[src/rtl/nibble_serial_adder.sv]
// nibble_serial_adder: adds two 4*NIBBLES-bit operands one nibble per clock,
// LSB nibble first, through a single 4-bit adder and a carry register.
// Control is an IDLE/RUN/DONE FSM with valid/ready handshakes on both sides.
// Optional feature: define NIBBLE_SERIAL_OVF_EN to add the signed-overflow
// output ovf (registered, valid with out_valid).
module nibble_serial_adder #(
    parameter int NIBBLES = 4
) (
    input  logic                 clk,
    input  logic                 rst,
    input  logic                 in_valid,
    output logic                 in_ready,
    input  logic [4*NIBBLES-1:0] a,
    input  logic [4*NIBBLES-1:0] b,
    input  logic                 c_in,
    output logic                 out_valid,
    input  logic                 out_ready,
    output logic [4*NIBBLES-1:0] sum,
    output logic                 c_out
`ifdef NIBBLE_SERIAL_OVF_EN
    ,
    output logic                 ovf
`endif
);

    localparam int W     = 4 * NIBBLES;
    localparam int IDX_W = (NIBBLES > 1) ? $clog2(NIBBLES) : 1;
    localparam logic [IDX_W-1:0] LAST_IDX = IDX_W'(NIBBLES - 1);

    typedef enum logic [1:0] {
        IDLE = 2'd0,
        RUN  = 2'd1,
        DONE = 2'd2
    } state_t;

    state_t           state_q;
    state_t           state_d;
    logic [W-1:0]     a_q;
    logic [W-1:0]     b_q;
    logic             carry_q;
    logic [IDX_W-1:0] idx_q;
    logic [IDX_W+1:0] bit_base;
    logic [3:0]       nib_a;
    logic [3:0]       nib_b;
    logic [4:0]       nib_sum;
    logic             accept;
    logic             last_nib;

    // One nibble of the ripple: 4-bit sum in [3:0], carry-out in [4].
    function automatic logic [4:0] nibble_add(input logic [3:0] x,
                                              input logic [3:0] y,
                                              input logic       ci);
        return {1'b0, x} + {1'b0, y} + {4'b0000, ci};
    endfunction

`ifdef NIBBLE_SERIAL_OVF_EN
    // Carry into bit 3 of a nibble, i.e. into the operand sign bit when the
    // nibble is the most-significant one.
    function automatic logic carry_into_bit3(input logic [3:0] x,
                                             input logic [3:0] y,
                                             input logic       ci);
        logic [3:0] low;
        low = {1'b0, x[2:0]} + {1'b0, y[2:0]} + {3'b000, ci};
        return low[3];
    endfunction
`endif

    assign accept   = in_valid && in_ready;
    assign last_nib = (state_q == RUN) && (idx_q == LAST_IDX);
    assign bit_base = {idx_q, 2'b00};

    // Select the current nibble of each latched operand and add it.
    always_comb begin
        nib_a   = a_q[bit_base +: 4];
        nib_b   = b_q[bit_base +: 4];
        nib_sum = nibble_add(nib_a, nib_b, carry_q);
    end

    // State register; reset wins over every handshake.
    always_ff @(posedge clk) begin
        if (rst) begin
            state_q <= IDLE;
        end else begin
            state_q <= state_d;
        end
    end

    // Next-state and handshake outputs.
    always_comb begin
        state_d   = state_q;
        in_ready  = 1'b0;
        out_valid = 1'b0;
        case (state_q)
            IDLE: begin
                in_ready = 1'b1;
                if (in_valid) begin
                    state_d = RUN;
                end
            end
            RUN: begin
                if (last_nib) begin
                    state_d = DONE;
                end
            end
            DONE: begin
                out_valid = 1'b1;
                if (out_ready) begin
                    state_d = IDLE;
                end
            end
            default: begin
                state_d = IDLE;
            end
        endcase
    end

    // Operand capture on acceptance; pure data, so no reset needed.
    always_ff @(posedge clk) begin
        if (accept) begin
            a_q <= a;
            b_q <= b;
        end
    end

    // Serial datapath: seed carry on acceptance, then one nibble per RUN edge.
    always_ff @(posedge clk) begin
        if (rst) begin
            sum     <= '0;
            c_out   <= 1'b0;
            carry_q <= 1'b0;
            idx_q   <= '0;
`ifdef NIBBLE_SERIAL_OVF_EN
            ovf     <= 1'b0;
`endif
        end else if (accept) begin
            carry_q <= c_in;
            idx_q   <= '0;
        end else if (state_q == RUN) begin
            sum[bit_base +: 4] <= nib_sum[3:0];
            carry_q            <= nib_sum[4];
            idx_q              <= idx_q + 1'b1;
            if (last_nib) begin
                c_out <= nib_sum[4];
`ifdef NIBBLE_SERIAL_OVF_EN
                ovf   <= carry_into_bit3(nib_a, nib_b, carry_q) ^ nib_sum[4];
`endif
            end
        end
    end

endmodule

[config.mk]
export PLATFORM = sky130hd
export DESIGN_NAME = nibble_serial_adder
export DESIGN_NICKNAME = d
export VERILOG_FILES = /design/src/rtl/nibble_serial_adder.sv
export SDC_FILE = /design/constraint.sdc
export NUM_CORES = 1
export LEC_CHECK = 0
export CORE_ASPECT_RATIO = 0.5
export CORE_UTILIZATION = 50
export CTS_CLUSTER_SIZE = 25
export DETAILED_ROUTE_END_ITERATION = 12
export PLACE_DENSITY_LB_ADDON = 0.25
export SLEW_MARGIN = 5
export SYNTH_ARGS = -nofsm -noshare
export SYNTH_HDL_FRONTEND = slang
export SYNTH_SLANG_ARGS = --single-unit
[constraint.sdc]
create_clock -name clk -period 8.3 [get_ports clk]
set_input_delay 0.83 -clock clk [delete_from_list [all_inputs] [get_ports clk]]
set_output_delay 0.83 -clock clk [all_outputs]
set_load 0.02 [all_outputs]
==> results of run 1 <==
[per-layer routing]
metal / routed length (um) / GRT usage / share of wire / vias to the layer above
met2: 1855 / 0.2923 / 0.46 / 47
met1: 1878 / 0.2445 / 0.46 / 683
li1: - / - / - / 703
met4: 36 / 0.05224 / 0.0089 / 0
met3: 279 / 0.06525 / 0.069 / 4
met5: 0 / 0 / 0 / -
[sequential cells by signal (all words and copies together), names as in the netlist]
| name | flops |
|---|---|
| a_q | 16 |
| b_q | 16 |
| c_out | 1 |
| carry_q | 1 |
| idx_q | 2 |
| state_q | 2 |
| sum | 16 |
[cells by family (layout without fill, tap and decap cells)]
family,count (synthesis),count (layout),share of synthesized area
muxes,8,8,0.07982
xor gates and xnor gates,2,2,0.007762
AOI/OAI and AO/OA,30,30,0.09147
and+or+nand+nor,42,42,0.1086
buffers and inverters,10,68,0.02383
adders and majority gates,11,11,0.06763
DFF,54,54,0.6208
[where the power goes]
part | internal (mW) | switching [mW] | total, mW | leakage (nW)
registers | 0.297 | 0.00776 | 0.305 | 0.483
clock network | 0.0627 | 0.0906 | 0.153 | 0.0502
logic | 0.0414 | 0.0386 | 0.0801 | 0.491
[metrics by stage]
stage          worst slack (ps)  power (mW)  hold slack, ps    util
2_1_floorplan              5545      0.3577           476.4       -
3_3_place_gp               5200      0.3891           452.3  0.6930
3_5_place_dp               5139      0.3913           463.2  0.6930
4_1_cts                    5124      0.5437           477.6  0.7168
5_1_grt                    4898      0.5647           521.6  0.7168
6_report                   5141      0.5385           483.5  0.7168
[cell type report]
cell class,instances,area share
Clock inverter,3,0.009783
Inverter,4,0.005104
Sequential cell,54,0.4764
Clock buffer,5,0.02339
Timing Repair Buffer,56,0.1897
Tap cell,54,0.02297
Multi-Input combinational cell,93,0.2726
[Yosys cell counts, types with 2 or more instances]
master and instances:
edfxtp_1 32, dfxtp_1 22, nor2_1 17, a22oi_1 13
ha_1 9, mux4_2 8, nand2_1 8, a21oi_1 5
inv_1 4, nand3b_1 3, and2b_1 2, buf_4 2
clkbuf_1 2, fa_1 2, nand2b_1 2, nor3_1 2
nor4_4 2, o21ai_0 2, o21ai_1 2
[worst max-delay path: cells and delay by family, from the launching register on]
| family | cells | cell delay [ps] |
|---|---|---|
| AO/OA/AOI/OAI | 4 | 570 |
| multiplexers | 1 | 620 |
| flip-flops | 1 | 960 |
| adder cells (fa/ha/maj) | 2 | 860 |
[worst max-delay path by stage]
stage	startpoint	endpoint	cells past startpoint
6_report	idx_q[0]$_SDFFE_PP0P_	carry_q$_SDFFE_PP0P_	7
5_1_grt	idx_q[0]$_SDFFE_PP0P_	carry_q$_SDFFE_PP0P_	7
4_1_cts	idx_q[0]$_SDFFE_PP0P_	carry_q$_SDFFE_PP0P_	7
3_5_place_dp	idx_q[0]$_SDFFE_PP0P_	carry_q$_SDFFE_PP0P_	7
3_3_place_gp	idx_q[0]$_SDFFE_PP0P_	carry_q$_SDFFE_PP0P_	7
2_1_floorplan	idx_q[0]$_SDFFE_PP0P_	carry_q$_SDFFE_PP0P_	8
==> results.py, run 1 <==
metrics = {
    "run_status": {
        "status": "complete, no violations",
    },
    "clocking": {
        "cts_resized": 0,
        "clk_latency_ps": 310,
        "htree_levels": 2,
        "cts_made_buffers": 5,
        "hold_buffers": 0,
        "root_buffer": "clkbuf_8",
        "cts_buffer_depth": 2,
        "clk_pin_slew_worst_paths_ps": 100,
        "cts_setup_buffers": 0,
        "tritoncts": "built",
        "clock_sinks": 54,
    },
    "placed_design": {
        "gp_congestion": 0.7669,
        "dpl_cell_area_um2": 2844,
        "dpl.cell_count": 261,
        "portBuffers": 55,
        "dp_hpwl_um": 2904,
    },
    "sta": {
        "final.setup.tns_ps": 0,
        "tightest_slew_ps": 947.9,
        "slew_viol_final": 0,
        "finalHoldViolations": 0,
        "clock_skew_ps": 6.045,
        "fin_crit_sh": 0.3806,
        "fmax_mhz": 316.5,
        "final.min_clock_period_ps": 3159,
        "setup_viol": 0,
        "rsz0062_at_grt": "no",
        "slew-limit-headroom": 0.3672,
    },
    "finish": {
        "n_antenna_cell": 0,
        "register_area_um2": 1401,
        "layout_common_cells": "55 x clkdlybuf4s50_1, 32 x edfxtp_1, 22 x dfxtp_1",
        "drive_above_1_share": 0.09767,
        "final_common_cell": "clkdlybuf4s50_1",
        "final_cell_area_um2": 2942,
        "fillers": 274,
        "syn2layout_area_growth_pct": 30.32,
        "final_cell_count_no_fill": 269,
        "fin_nets": 262,
        "multi_input_area_um2": 802.0,
    },
    "floorplanning": {
        "fp.dieW_um": 97.02,
        "coreArea_um2": 4104,
        "dieHeight_um": 49.51,
        "die_area_um2": 4803,
        "io_pins": 56,
        "initial_utilization": 0.5500,
        "rows": 16,
    },
    "routing": {
        "wl_per_cell_um": 15.05,
        "drc_errors": 0,
        "ant_nets": 0,
        "drt-vias-per-instance": 5.342,
        "drtIter0Drc": 53,
        "dr.pass1.iters": 4,
        "wl_um": 4049,
        "num_vias": 1437,
    },
    "global_routing": {
        "grt_pass1_vias": 1441,
        "antenna_found_initial": 0,
        "grt_pass1_wl_um": 6817,
        "grt_overflow_total": 0,
        "grt_max_degree": 37,
        "grt_usage": 0.1849,
    },
    "worst_setup_path": {
        "cpMaxStageDelayCell": "dfxtp_1",
        "arrival_ps": 3320,
        "reg2reg_from": "idx_q[0]$_SDFFE_PP0P_",
        "critPathKind": "flip-flop to flip-flop",
        "end_kind": "flip-flop",
        "rr_endpoint": "carry_q$_SDFFE_PP0P_",
        "cp_data_required_time_ps": 8460,
        "r2r_slack_ps": 5140,
        "critPathLaunchType": "flip-flop",
        "cp_cell_sequence": "mux4_2 > fa_1 > fa_1 > a21o_1 > a21oi_1 > a211o_1 > a21oi_1",
        "cp_slowest_stage_delay_ps": 960,
        "r2r_cells": 7,
        "path_max_fanout": 16,
    },
    "logic_synthesis": {
        "synth_edf_count": 32,
        "syn_area_um2": 2257,
        "synth_ff_type": "edfxtp_1",
        "syn_inst": 157,
        "ys_types": 37,
        "yosysSeqAreaShare": 0.6208,
        "synth.area.top_cells": "edfxtp_1 43%, dfxtp_1 20%, mux4_2 8.0%, ha_1 5.0%, a22oi_1 4.3%",
        "synth-seq-cells": 54,
        "synth_top_area_frac": 0.4257,
        "ys_warn_count": 0,
        "synthArstFlopShare": 0,
        "syn_avg_cell_area_um2": 14.38,
        "synth_nets": 205,
        "yosysTopAreaCell": "edfxtp_1",
    },
    "pwr": {
        "ir_drop_uv": 124.0,
        "power_density_nw_per_um2": 183.1,
        "p_leak_nw": 1.024,
    },
    "min_path": {
        "hold_start": "sum[11]$_SDFFE_PP0P_",
        "holdPathEnd": "sum[11]$_SDFFE_PP0P_",
        "hold_path_class": "flip-flop to flip-flop",
        "worstHoldPathCells": 2,
    },
    "run": {
        "drv_cap": 0,
    },
}
No activity file was read; power rests on OpenSTA's default activity.
==> run 2: changes to the inputs <==
--- a/config.mk
+++ b/config.mk
@@ -6,7 +6,7 @@
 export NUM_CORES = 1
 export LEC_CHECK = 0
 export CORE_ASPECT_RATIO = 0.5
-export CORE_UTILIZATION = 50
+export CORE_UTILIZATION = 44
 export CTS_CLUSTER_SIZE = 25
 export DETAILED_ROUTE_END_ITERATION = 12
 export PLACE_DENSITY_LB_ADDON = 0.25
==> constraint.sdc (replaced) <==
create_clock -name clk -period 2.61 [get_ports clk]
set_input_delay 0.261 -clock clk [delete_from_list [all_inputs] [get_ports clk]]
set_output_delay 0.261 -clock clk [all_outputs]
set_load 0.02 [all_outputs]
==> run 2 against run 1 <==
Effect of this change:
- clock power rose to 3.0 times the previous value
- combinational power rose to 3.5 times the previous value
- via count rose by 1.5%
- cell count rose by 5.2%
- flip-flop and latch count did not move
- hold slack got worse by 13 ps
==> results.py, run 2 (synthesis gave the netlist of run 1 again) <==
metrics = {
    "finish": {
        "fin_nets": 264,
        "n_antenna_cell": 0,
        "final_common_cell": "clkdlybuf4s50_1",
        "drive_above_1_share": 0.1198,
        "fin_util": 0.6390,
        "syn2layout_area_growth_pct": 31.87,
        "reg.largest.list": "a_q x16, b_q x16, sum x16",
        "layout_common_cells": "55 x clkdlybuf4s50_1, 32 x edfxtp_1, 21 x dfxtp_1",
    },
    "sta": {
        "slew-limit-headroom": 0.4535,
        "final.min_clock_period_ps": 2486,
        "rsz0062_at_grt": "no",
        "finalHoldViolations": 0,
        "fmax_mhz": 402.2,
        "final.setup.tns_ps": 0,
        "clock_skew_ps": 7.232,
        "worst_slack_ps": 124.0,
        "setup_viol": 0,
        "fin_crit_sh": 0.9525,
        "tightest_slew_ps": 817.3,
        "slew_viol_final": 0,
    },
    "placed_design": {
        "pre_cts_ws_ps": 121.4,
        "portBuffers": 55,
        "dp_hpwl_um": 3154,
        "gp_congestion": 0.7621,
    },
    "clocking": {
        "root_buffer": "clkbuf_8",
        "tritoncts": "built",
        "clk_latency_ps": 300,
        "clock_sinks": 54,
        "htree_levels": 2,
        "cts_buffer_depth": 2,
        "cts_made_buffers": 5,
        "clk_pin_slew_worst_paths_ps": 90,
    },
    "routing": {
        "dr.pass1.iters": 4,
        "wl_per_cell_um": 15.13,
        "wl_um": 4282,
        "num_vias": 1459,
        "drtIter0Drc": 36,
        "drt-vias-per-instance": 5.155,
        "ant_nets": 0,
        "drc_errors": 0,
    },
    "worst_setup_path": {
        "r2r_cells": 7,
        "rr_endpoint": "carry_q$_SDFFE_PP0P_",
        "path_max_fanout": 3,
        "end_kind": "flip-flop",
        "reg2reg_from": "idx_q[0]$_SDFFE_PP0P_",
        "critPathLaunchType": "flip-flop",
        "cp_data_required_time_ps": 2770,
        "r2r_slack_ps": 120,
        "arrival_ps": 2640,
        "critPathKind": "flip-flop to flip-flop",
    },
    "floorplanning": {
        "initial_utilization": 0.4846,
        "dieHeight_um": 52.65,
        "fp.dieW_um": 103.3,
        "io_pins": 56,
        "die_area_um2": 5438,
        "rows": 17,
        "coreArea_um2": 4658,
    },
    "pwr": {
        "p_leak_nw": 1.027,
        "ir_drop_uv": 277.6,
        "p_total_mw": 1.698,
        "power_density_nw_per_um2": 570.4,
    },
    "run": {
        "drv_cap": 0,
    },
    "min_path": {
        "hold_path_class": "flip-flop to flip-flop",
        "hold_start": "sum[11]$_SDFFE_PP0P_",
        "holdPathEnd": "sum[11]$_SDFFE_PP0P_",
        "worstHoldPathCells": 2,
    },
    "global_routing": {
        "grt_usage": 0.1709,
        "grt_pass1_vias": 1412,
        "antenna_found_initial": 0,
        "grt_overflow_total": 0,
        "grt_pass1_wl_um": 6658,
        "grt_max_degree": 37,
    },
    "run_status": {
        "status": "complete, no violations",
    },
}
==> run 2: cell count changes in the layout (fill, tap and decap cells not counted), sizes merged <==
cell,before,now
buf,1,3
clkbuf,5,6
clkinv,2,1
clkinvlp,0,1
inv,5,4
==> run 2: metrics by stage <==
step / hold WS (ps) / cells / instance area (um^2)
after floorplan: 352.0 / 157 / 2262
after global placement: 451.9 / 275 / 2875
after detailed placement: 455.0 / 275 / 2875
after CTS: 469.1 / 283 / 2962
after global routing: 490.0 / 283 / 2977
final: 470.8 / 283 / 2977
==> run 2: routing by layer <==
metal,global-route usage,up-vias,wire [um]
met5,0,-,0
met4,0.04225,0,29
met3,0.04667,4,218
met2,0.2700,51,1905
met1,0.2357,698,2129
li1,-,706,-
==> run 2: critical path, stage by stage (launching register included) <==
cell and delay [ps]:
dfxtp_2 380, mux4_2 520, fa_1 460, fa_2 400, a21o_1 190, a21oi_1 200
a211o_1 160, a21oi_1 50
==> run 2: what timing repair did <==
item                       4_1_cts  5_1_grt
hold buffers                     0        0
setup endpoints to repair        0        8
buffers inserted                 0        0
hold endpoints to repair         0        0
gates resized for setup          0        3
==> run 2: layout make-up <==
class                   count  area [um^2]
clock buffers               6        72.57
flip-flops and latches     54         1403
inverters                   4        15.01
well taps                  66        82.58
fillers                   340         1682
clock inverters             2        13.76
repair buffers             58        573.1
multi-input cells          93        817.0
==> run 2: power breakdown <==
group	internal (mW)	leakage (nW)	switching (mW)
Clock	0.189	0.0413	0.266
Combinational	0.140	0.503	0.138
Sequential	0.946	0.483	0.0182
Total	1.28	1.03	0.423
==> run 2: worst max path at each step <==
stage / from / to / slack (ps)
final: idx_q[0]$_SDFFE_PP0P_ / carry_q$_SDFFE_PP0P_ / 120
after detailed placement: idx_q[0]$_SDFFE_PP0P_ / carry_q$_SDFFE_PP0P_ / 120
after global routing: idx_q[0]$_SDFFE_PP0P_ / carry_q$_SDFFE_PP0P_ / 20
after CTS: idx_q[0]$_SDFFE_PP0P_ / carry_q$_SDFFE_PP0P_ / 100
after floorplan: idx_q[0]$_SDFFE_PP0P_ / carry_q$_SDFFE_PP0P_ / 10
after global placement: idx_q[0]$_SDFFE_PP0P_ / carry_q$_SDFFE_PP0P_ / 160
